**config.mk**
```make
export PLATFORM = sky130hd
export DESIGN_NAME = ac97_link_framer
export DESIGN_NICKNAME = d
export VERILOG_FILES = /design/src/rtl/ac97_link_framer.sv
export SDC_FILE = /design/constraint.sdc
export NUM_CORES = 1
export LEC_CHECK = 0
export ABC_CLOCK_PERIOD_IN_PS = 3100
export CORE_MARGIN = 8
export CORE_UTILIZATION = 45
export DETAILED_ROUTE_END_ITERATION = 10
export PLACE_DENSITY = 0.7
export SYNTH_ARGS = -nofsm -noshare
export SYNTH_HDL_FRONTEND = slang
export SYNTH_SLANG_ARGS = --single-unit
```
**constraint.sdc**
```tcl
create_clock -name AC97_BIT_CLK -period 3.1 [get_ports AC97_BIT_CLK]
set_clock_uncertainty 0.15 [all_clocks]
set_input_delay 0.465 -clock AC97_BIT_CLK [delete_from_list [all_inputs] [get_ports AC97_BIT_CLK]]
set_output_delay 0.465 -clock AC97_BIT_CLK [all_outputs]
set_load 0.01 [all_outputs]
```
**src/rtl/ac97_link_framer.sv**
```systemverilog
// AC'97 bit-level link engine: serializes 256-bit output frames from the sample/command
// handshakes and deserializes codec input frames into status and capture pulses.
module ac97_link_framer #(
  parameter int SAMPLE_W = 16,
  parameter int SYNC_LEN = 16
) (
  input  logic                AC97_BIT_CLK,
  input  logic                SYS_RST_N,
  input  logic                ac97_sdata_in,
  output logic                ac97_sdata_out,
  output logic                ac97_synch,
  output logic                frame_start,
  input  logic                out_valid,
  output logic                out_ready,
  input  logic [SAMPLE_W-1:0] out_left,
  input  logic [SAMPLE_W-1:0] out_right,
  input  logic                cmd_valid,
  output logic                cmd_ready,
  input  logic                cmd_rw,
  input  logic [6:0]          cmd_addr,
  input  logic [15:0]         cmd_data,
  output logic                sts_valid,
  output logic [6:0]          sts_addr,
  output logic [15:0]         sts_data,
  output logic                in_valid,
  output logic [SAMPLE_W-1:0] in_left,
  output logic [SAMPLE_W-1:0] in_right,
  output logic                codec_ready,
  output logic [7:0]          underrun_cnt
);

  localparam logic [8:0] LP_SYNC = 9'(SYNC_LEN);
  localparam logic [7:0] LP_L_HI = 8'(56 + SAMPLE_W - 1);
  localparam logic [7:0] LP_R_HI = 8'(76 + SAMPLE_W - 1);

  logic [7:0]          r_bit_cnt;
  logic                r_cmd_vld, r_cmd_rw, r_smp_vld;
  logic [6:0]          r_cmd_addr;
  logic [15:0]         r_cmd_data;
  logic [SAMPLE_W-1:0] r_left, r_right;
  logic                r_sdo, r_sync;
  logic [7:0]          r_underrun;

  logic [4:0]          r_rx_tag;
  logic [6:0]          r_rx_addr;
  logic [15:0]         r_rx_data;
  logic [SAMPLE_W-1:0] r_rx_left, r_rx_right;
  logic                r_sts_valid, r_in_valid, r_codec_ready;
  logic [6:0]          r_sts_addr;
  logic [15:0]         r_sts_data;
  logic [SAMPLE_W-1:0] r_in_left, r_in_right;

  logic                w_load;
  logic [7:0]          w_bit_next;
  logic                w_cmd_vld, w_cmd_rw, w_smp_vld;
  logic [6:0]          w_cmd_addr;
  logic [15:0]         w_cmd_data;
  logic [SAMPLE_W-1:0] w_left, w_right;
  logic [3:0]          w_tag_flags;
  logic [15:0]         w_tag;
  logic [19:0]         w_slot1, w_slot2, w_slot3, w_slot4;
  logic [255:0]        w_frame;

  assign w_load     = (r_bit_cnt == 8'hFF);
  assign w_bit_next = r_bit_cnt + 8'd1;

  // Shadow contents seen by the next frame; the load-point values are used directly so the
  // tag MSB can leave on the very next cycle.
  always_comb begin
    w_cmd_vld  = r_cmd_vld;
    w_cmd_rw   = r_cmd_rw;
    w_cmd_addr = r_cmd_addr;
    w_cmd_data = r_cmd_data;
    w_smp_vld  = r_smp_vld;
    w_left     = r_left;
    w_right    = r_right;
    if (w_load) begin
      w_cmd_vld  = cmd_valid;
      w_cmd_rw   = cmd_valid & cmd_rw;
      w_cmd_addr = cmd_valid ? cmd_addr : '0;
      w_cmd_data = (cmd_valid & ~cmd_rw) ? cmd_data : '0;
      w_smp_vld  = out_valid;
      w_left     = out_valid ? out_left : '0;
      w_right    = out_valid ? out_right : '0;
    end
  end

  assign w_tag_flags = {w_cmd_vld, w_cmd_vld & ~w_cmd_rw, w_smp_vld, w_smp_vld};
  assign w_tag       = {|w_tag_flags, w_tag_flags, 11'd0};
  assign w_slot1     = {w_cmd_rw, w_cmd_addr, 12'd0};
  assign w_slot2     = {w_cmd_data, 4'd0};
  assign w_slot3     = 20'(w_left) << (20 - SAMPLE_W);
  assign w_slot4     = 20'(w_right) << (20 - SAMPLE_W);
  // Frame bit b lives at index 255-b, so slot 0 MSB is the vector MSB.
  assign w_frame     = {w_tag, w_slot1, w_slot2, w_slot3, w_slot4, 160'd0};

  always_ff @(posedge AC97_BIT_CLK or negedge SYS_RST_N) begin
    if (!SYS_RST_N) begin
      r_bit_cnt  <= '0;
      r_cmd_vld  <= 1'b0;
      r_cmd_rw   <= 1'b0;
      r_cmd_addr <= '0;
      r_cmd_data <= '0;
      r_smp_vld  <= 1'b0;
      r_left     <= '0;
      r_right    <= '0;
      r_sdo      <= 1'b0;
      r_sync     <= 1'b0;
      r_underrun <= '0;
    end else begin
      r_bit_cnt  <= w_bit_next;
      r_cmd_vld  <= w_cmd_vld;
      r_cmd_rw   <= w_cmd_rw;
      r_cmd_addr <= w_cmd_addr;
      r_cmd_data <= w_cmd_data;
      r_smp_vld  <= w_smp_vld;
      r_left     <= w_left;
      r_right    <= w_right;
      r_sdo      <= w_frame[~w_bit_next];
      r_sync     <= ({1'b0, w_bit_next} < LP_SYNC);
      if (w_load && !out_valid && (r_underrun != 8'hFF))
        r_underrun <= r_underrun + 8'd1;
    end
  end

  // Only the received bits that feed an output are kept; each field shifts in MSB first.
  always_ff @(posedge AC97_BIT_CLK or negedge SYS_RST_N) begin
    if (!SYS_RST_N) begin
      r_rx_tag      <= '0;
      r_rx_addr     <= '0;
      r_rx_data     <= '0;
      r_rx_left     <= '0;
      r_rx_right    <= '0;
      r_sts_valid   <= 1'b0;
      r_in_valid    <= 1'b0;
      r_codec_ready <= 1'b0;
      r_sts_addr    <= '0;
      r_sts_data    <= '0;
      r_in_left     <= '0;
      r_in_right    <= '0;
    end else begin
      if (r_bit_cnt <= 8'd4)
        r_rx_tag <= {r_rx_tag[3:0], ac97_sdata_in};
      if (r_bit_cnt >= 8'd17 && r_bit_cnt <= 8'd23)
        r_rx_addr <= {r_rx_addr[5:0], ac97_sdata_in};
      if (r_bit_cnt >= 8'd36 && r_bit_cnt <= 8'd51)
        r_rx_data <= {r_rx_data[14:0], ac97_sdata_in};
      if (r_bit_cnt >= 8'd56 && r_bit_cnt <= LP_L_HI)
        r_rx_left <= SAMPLE_W'({r_rx_left, ac97_sdata_in});
      if (r_bit_cnt >= 8'd76 && r_bit_cnt <= LP_R_HI)
        r_rx_right <= SAMPLE_W'({r_rx_right, ac97_sdata_in});
      r_sts_valid <= 1'b0;
      r_in_valid  <= 1'b0;
      if (w_load) begin
        r_codec_ready <= r_rx_tag[4];
        if (r_rx_tag[3] && r_rx_tag[2]) begin
          r_sts_valid <= 1'b1;
          r_sts_addr  <= r_rx_addr;
          r_sts_data  <= r_rx_data;
        end
        if (r_rx_tag[1] && r_rx_tag[0]) begin
          r_in_valid <= 1'b1;
          r_in_left  <= r_rx_left;
          r_in_right <= r_rx_right;
        end
      end
    end
  end

  assign ac97_sdata_out = r_sdo;
  assign ac97_synch     = r_sync;
  assign frame_start    = w_load;
  assign out_ready      = w_load;
  assign cmd_ready      = w_load;
  assign underrun_cnt   = r_underrun;
  assign sts_valid      = r_sts_valid;
  assign sts_addr       = r_sts_addr;
  assign sts_data       = r_sts_data;
  assign in_valid       = r_in_valid;
  assign in_left        = r_in_left;
  assign in_right       = r_in_right;
  assign codec_ready    = r_codec_ready;

endmodule

```
==> results of run 1 <==
cell families after synthesis:
group / Yosys count / share of synthesized area
xor+xnor: 16 / 0.01791
simple gates: 163 / 0.08881
compound gates: 108 / 0.08376
flops: 194 / 0.5603
buf+inv: 78 / 0.04318
mux: 140 / 0.1988
fa+ha+maj: 5 / 0.007220
power groups by stage:
stage / Sequential [mW] / Combinational [mW] / Clock, mW
final: 2.57 / 0.208 / 2.22
after global routing: 2.57 / 0.231 / 2.38
after CTS: 2.57 / 0.213 / 2.27
after detailed placement: 2.62 / 0.212 / 0
after global placement: 2.62 / 0.206 / 0
after floorplan: 2.62 / 0.0560 / 0
layout make-up:
type	instances	area [sq um]
Fill cell	1527	7889
Sequential cell	194	4855
Multi-Input combinational cell	432	3438
Clock inverter	13	146.4
Tap cell	260	325.3
Inverter	25	103.9
Timing Repair Buffer	167	1620
Clock buffer	19	452.9
metrics by stage:
step,cells,utilization
3_5_place_dp,1072,0.5458
2_1_floorplan,704,-
3_3_place_gp,1072,0.5458
5_1_grt,1110,0.5811
4_1_cts,1105,0.5786
6_report,1110,0.5811
layer usage:
metal	up-vias	wire, um
li1	2755	-
met1	2983	8593
met2	196	9373
met3	29	1188
met4	0	305
met5	-	0
worst reg2reg max path, delay by kind of cell, from the launching register on:
family	cells	cell delay, ns
AOI/OAI and AO/OA	5	0.84
buffers and inverters	1	0.10
adders and majority gates	1	0.50
DFF	1	0.38
and+or+nand+nor	2	0.90
what timing repair did:
action / CTS / global route
buffers inserted: 0 / 5
endpoints found under the setup margin: 3 / 4
gates resized for setup: 3 / 3
hold endpoints to repair: 55 / 0
hold buffers: 1 / 0
synthesized netlist by cell type, types with 6 or more instances:
cell type,n,area [sq um]
dfrtp_1,194,4855
mux2_2,126,1419
nand2_1,81,304.0
o21ai_0,46,230.2
buf_2,21,105.1
inv_1,21,78.83
clkbuf_1,19,71.32
nor2_1,19,71.32
o211ai_1,15,112.6
mux4_2,13,292.8
nand3_1,12,60.06
nor3_1,11,55.05
and2_1,10,62.56
nand4_1,9,56.30
xnor2_1,9,78.83
a2111oi_0,7,61.31
a21oi_1,7,35.03
o2111ai_1,7,61.31
a21o_1,6,45.04
buf_4,6,45.04
sequential cells by signal, indices dropped and copies added (netlist names), 5 cells and up:
name	flops
in_right	16
r_rx_addr	7
r_right	16
r_left	16
r_cmd_data	16
underrun_cnt	8
r_rx_right	16
sts_data	16
r_rx_data	16
r_rx_tag	5
sts_addr	7
in_left	16
r_rx_left	16
r_bit_cnt	8
r_cmd_addr	7
cell usage in the layout, fill, tap and decap left out, types with 4 or more instances in the layout:
master / synthesis / final
xnor2_1: 9 / 9
nand4_1: 9 / 9
ha_1: 5 / 4
nand2_1: 81 / 81
a2111oi_0: 7 / 7
o211ai_1: 15 / 15
nor2_1: 19 / 19
mux4_2: 13 / 13
a211oi_1: 5 / 5
buf_4: 6 / 31
o21ai_0: 46 / 46
a21o_1: 6 / 6
nand3_1: 12 / 12
nor3_1: 11 / 11
inv_6: 0 / 4
inv_1: 21 / 21
and3_1: 5 / 5
clkdlybuf4s50_1: 0 / 130
mux2_2: 126 / 126
clkbuf_16: 0 / 17
and2_1: 10 / 10
a21oi_1: 7 / 7
dfrtp_1: 194 / 194
xor2_1: 5 / 5
o2111ai_1: 7 / 7
worst paths after layout:
| check | startpoint | slack [ns] | to |
|---|---|---|---|
| setup / recovery | r_bit_cnt[0] | 0.13 | ac97_sdata_out |
| hold / removal | r_left[8] | 0.32 | r_left[8] |
| setup reg to reg | r_bit_cnt[0] | 0.13 | ac97_sdata_out |
| hold reg to reg | r_left[8] | 0.32 | r_left[8] |
| max in group asynchronous | SYS_RST_N | 1.60 | in_right[9] |
| min in group asynchronous | SYS_RST_N | 0.41 | sts_data[8] |
==> flow_summary.toml, run 1 <==
[worst_setup_path]
cp_top_family = "simple AND/OR/NAND/NOR gates"
end_kind = "flip-flop"
cp.arrival_ns = 3.15
crit_type = "reg2reg"
worstPathRequired_ns = 3.28
path_max_fanout = 10
cp.depth = 9
r2r_cells = 9
cp-start-kind = "flip-flop"
max_stage_delay_ns = 0.50
worstPathCellList = "clkinv_1 > ha_1 > nand2b_1 > a2111oi_0 > or4_1 > a221o_1 > a31oi_1 > a21oi_1 > o31ai_2"
crit_slowest_cell = "ha_1"
critPathBufInv = 1

[global_route]
grt_overflow = 0
gr-usage-met1 = 0.2171
antenna_found_initial = 0
grt_pass1_vias = 6236
use_met2 = 0.2675
grt_util_met3 = 0.04486
gr-max-usage-layer = "met2"
grt_max_degree = 78
grt_pass1_wl_um = 32250
gr-usage-all-layers = 0.1672

[sta]
hold_slack_ns = 0.3169
timing.fmax_mhz = 336.9
hold_viol = 0
slew_headroom = 0.5456
slew_viol_final = 0
period_minus_slack_ns = 2.968
tightest_slew_ns = 0.6768
rsz0062_at_grt = "no"
final.setup.tns_ns = 0
fin_ws_ns = 0.1316
fin_crit_sh = 0.9575
setup_viol = 0

[detailed_routing]
wl_um = 19460
num_vias = 5963
drt-wirelength-per-cell_um = 17.53
ant_nets = 0
drcViolationCount = 0
first_pass_iters = 5
first_iter_violations = 383
via_per_inst = 5.372

[place]
gp_congestion = 0.8462
dpl_worst_slack_ns = -0.004134
dpl.hpwl_um = 13870
dpl-instance-area_sq_um = 10280
port_buffers = 131

[synth]
syn_inst = 704
async_reset_ff_frac = 1.000
seq_area_frac_synth = 0.5603
synth_area_sq_um = 8665
synth_fp_nets = 770
synth-edff-count = 0
avgSynthCellArea_sq_um = 12.31
synth_flop_cell = "dfrtp_1"
synth_cell_types = 54
synth_warnings = 0
synth_seq_cells = 194

[final_layout]
area_delta_synth_final_pct = 26.28
antenna_cells = 0
final_layout_size_suffix_gt1_frac = 0.2635
postLayoutCellArea_sq_um = 10940
nets = 903

[run]
drv_cap = 0

[clock_network]
clk_path_buf_depth = 2
cts_tree = "done"
clk_latency_ns = 0.43
cts_max_level = 4
clk_pin_slew_ns = 0.07
root_buffer = "clkbuf_16"
cts_num_sinks = 194
cts_inserted_buffers = 17

[floorplan]
start_util = 0.4601
die_x_um = 154.8
dieArea_sq_um = 23950
coreArea_sq_um = 18830
num_io_pins = 132
die_h_um = 154.8
fp-row-count = 50

[power_and_ir_drop]
leakagePower_nw = 4.957
p_total_mw = 5.003
p_clk_frac = 0.444
ir_worst_vdd_mv = 0.3784
p_per_area_nw_per_um2 = 457.2
comb_power_share = 0.042
seq_power_share = 0.514
switching_share = 0.2182
intPower_mw = 3.911
power.switching_mw = 1.092

[hold_path]
hold_class = "reg2reg"
hold_depth = 2

[run_status]
status = "complete, no violations"
(Power assumes the default switching activity.)
==> inputs of run 2 (changes only) <==
--- a/config.mk
+++ b/config.mk
@@ -5,7 +5,8 @@
 export SDC_FILE = /design/constraint.sdc
 export NUM_CORES = 1
 export LEC_CHECK = 0
-export ABC_CLOCK_PERIOD_IN_PS = 3100
+export ABC_CLOCK_PERIOD_IN_PS = 3350
+export CAP_MARGIN = 10
 export CORE_MARGIN = 8
 export CORE_UTILIZATION = 45
 export DETAILED_ROUTE_END_ITERATION = 10
==> constraint.sdc (replaced) <==
create_clock -name AC97_BIT_CLK -period 3.35 [get_ports AC97_BIT_CLK]
set_clock_uncertainty 0.15 [all_clocks]
set_input_delay 0.5025 -clock AC97_BIT_CLK [delete_from_list [all_inputs] [get_ports AC97_BIT_CLK]]
set_output_delay 0.5025 -clock AC97_BIT_CLK [all_outputs]
set_load 0.01 [all_outputs]
==> run 2 against run 1 <==
Clock-buffer cell count shrank 2. Critical path depth down 3. Critical path type is now reg2out. Clock power decreased by 9%. First-iteration DRC count fell by 21%. Global-route usage down 0.17 points. Critical endpoint is now frame_start. Cell count shrank 1.3%. Combinational power down 9.6%. Non-clock buffer count shrank 14. Die area is the same. Sequential power down 7%. Design area fell by 1.2%. Total power fell by 8.1%.
==> flow_summary.toml, run 2 (same netlist as run 1, synthesis figures left out) <==
[power_and_ir_drop]
leakagePower_nw = 4.883
p_per_area_nw_per_um2 = 424.9
ir_worst_vdd_mv = 0.3427
p_total_mw = 4.595

[final_layout]
postLayoutCellArea_sq_um = 10810
antenna_cells = 0
nets = 889
final_layout_size_suffix_gt1_frac = 0.2512
final_cell_mix = "194 x dfrtp_1, 130 x clkdlybuf4s50_1, 126 x mux2_2"
area_delta_synth_final_pct = 24.81
layout_commonest_cell = "dfrtp_1"
post-route-util = 0.5743

[clock_network]
cts_inserted_buffers = 17
cts_hold_buf = 0
cts-resized-gates = 0
cts_max_level = 4
cts_num_sinks = 194
cts_tree = "done"
cts_setup_buffers = 0
root_buffer = "clkbuf_16"
clk_path_buf_depth = 2
clk_pin_slew_ns = 0.07
clk_latency_ns = 0.44

[floorplan]
dieArea_sq_um = 23950
coreArea_sq_um = 18830
num_io_pins = 132
fp-row-count = 50
die_h_um = 154.8
start_util = 0.4601
die_x_um = 154.8

[run]
drv_cap = 0

[global_route]
grt_overflow = 0
grt_pass1_wl_um = 32060
grt_pass1_vias = 6332
gr-usage-all-layers = 0.1655
grt_max_degree = 104
antenna_found_initial = 0

[sta]
rsz0062_at_grt = "no"
hold_viol = 0
timing.fmax_mhz = 332.5
fin_crit_sh = 0.8978
final.setup.tns_ns = 0
slew_viol_final = 0
tightest_slew_ns = 0.8086
slew_headroom = 0.4609
fin_ws_ns = 0.3423
setup_viol = 0
period_minus_slack_ns = 3.008

[detailed_routing]
via_per_inst = 5.396
ant_nets = 0
first_iter_violations = 304
wl_um = 19070
drcViolationCount = 0
drt-wirelength-per-cell_um = 17.40
first_pass_iters = 4
num_vias = 5914

[place]
dpl.hpwl_um = 13720
port_buffers = 131
dpl_worst_slack_ns = 0.1461
gp_congestion = 0.8958
dpl-instance-area_sq_um = 10200

[worst_setup_path]
worstSetupStartpoint = "r_bit_cnt[0]"
cp.arrival_ns = 2.36
r2r_slack_ns = 0.34
worstPathRequired_ns = 2.70
crit_type = "reg2out"
cp-start-kind = "flip-flop"
r2r_cells = 10
reg2reg_to = "ac97_sdata_out"
path_max_fanout = 11
timing.rr.start = "r_bit_cnt[0]"
end_kind = "primary output"

[run_status]
status = "complete, no violations"

[hold_path]
hold_class = "in2async"
-- run 2: worst max-delay path, cell delays in order (launching register included) --
cell and delay [ns]:
dfrtp_1 0.42, ha_1 0.28, and3_1 0.22, nand2_2 0.07, inv_2 0.15, buf_4 0.22
clkdlybuf4s50_1 0.56
-- run 2: layout make-up --
cell class	instances	area, sq um
clock buffers	17	425.4
clock inverters	15	183.9
fillers	1549	8016
inverters	25	96.34
multi-input cells	432	3436
flip-flops and latches	194	4855
well taps	260	325.3
repair buffers	153	1493
-- run 2: worst max path at each step --
stage | endpoint | cells after the start
floorplan | ac97_sdata_out | 12
global placement | ac97_sdata_out | 9
detailed placement | ac97_sdata_out | 9
CTS | out_ready | 6
global route | ac97_sdata_out | 10
finish | frame_start | 6
-- run 2: report_power, final --
| part | internal, mW | switching [mW] | leakage (nW) |
|---|---|---|---|
| Combinational | 0.0967 | 0.0910 | 2.16 |
| Clock | 1.02 | 1.01 | 0.296 |
| Sequential | 2.36 | 0.0160 | 2.43 |
| Total | 3.48 | 1.12 | 4.88 |
-- run 2: layer usage --
layer  up-vias  part of all wire  GRT usage
met4         0             0.019    0.05973
li1       2733                 -          -
met2       193              0.49     0.2706
met1      2963              0.44     0.2108
met5         -                 0          0
met3        25             0.051    0.04012
-- run 2: stage by stage --
step | cells | hold slack, ns
5_1_grt | 1096 | 0.07047
3_3_place_gp | 1064 | 0.2941
6_report | 1096 | 0.01105
2_1_floorplan | 704 | 0.05691
4_1_cts | 1096 | 0.04284
3_5_place_dp | 1064 | 0.3046
==> inputs of run 3 (changes only) <==
--- a/config.mk
+++ b/config.mk
@@ -11,6 +11,7 @@
 export CORE_UTILIZATION = 45
 export DETAILED_ROUTE_END_ITERATION = 10
 export PLACE_DENSITY = 0.7
+export SLEW_MARGIN = 20
 export SYNTH_ARGS = -nofsm -noshare
 export SYNTH_HDL_FRONTEND = slang
 export SYNTH_SLANG_ARGS = --single-unit
==> results of run 3 <==
The final DEF is identical to that of run 2; final timing and power are the same.
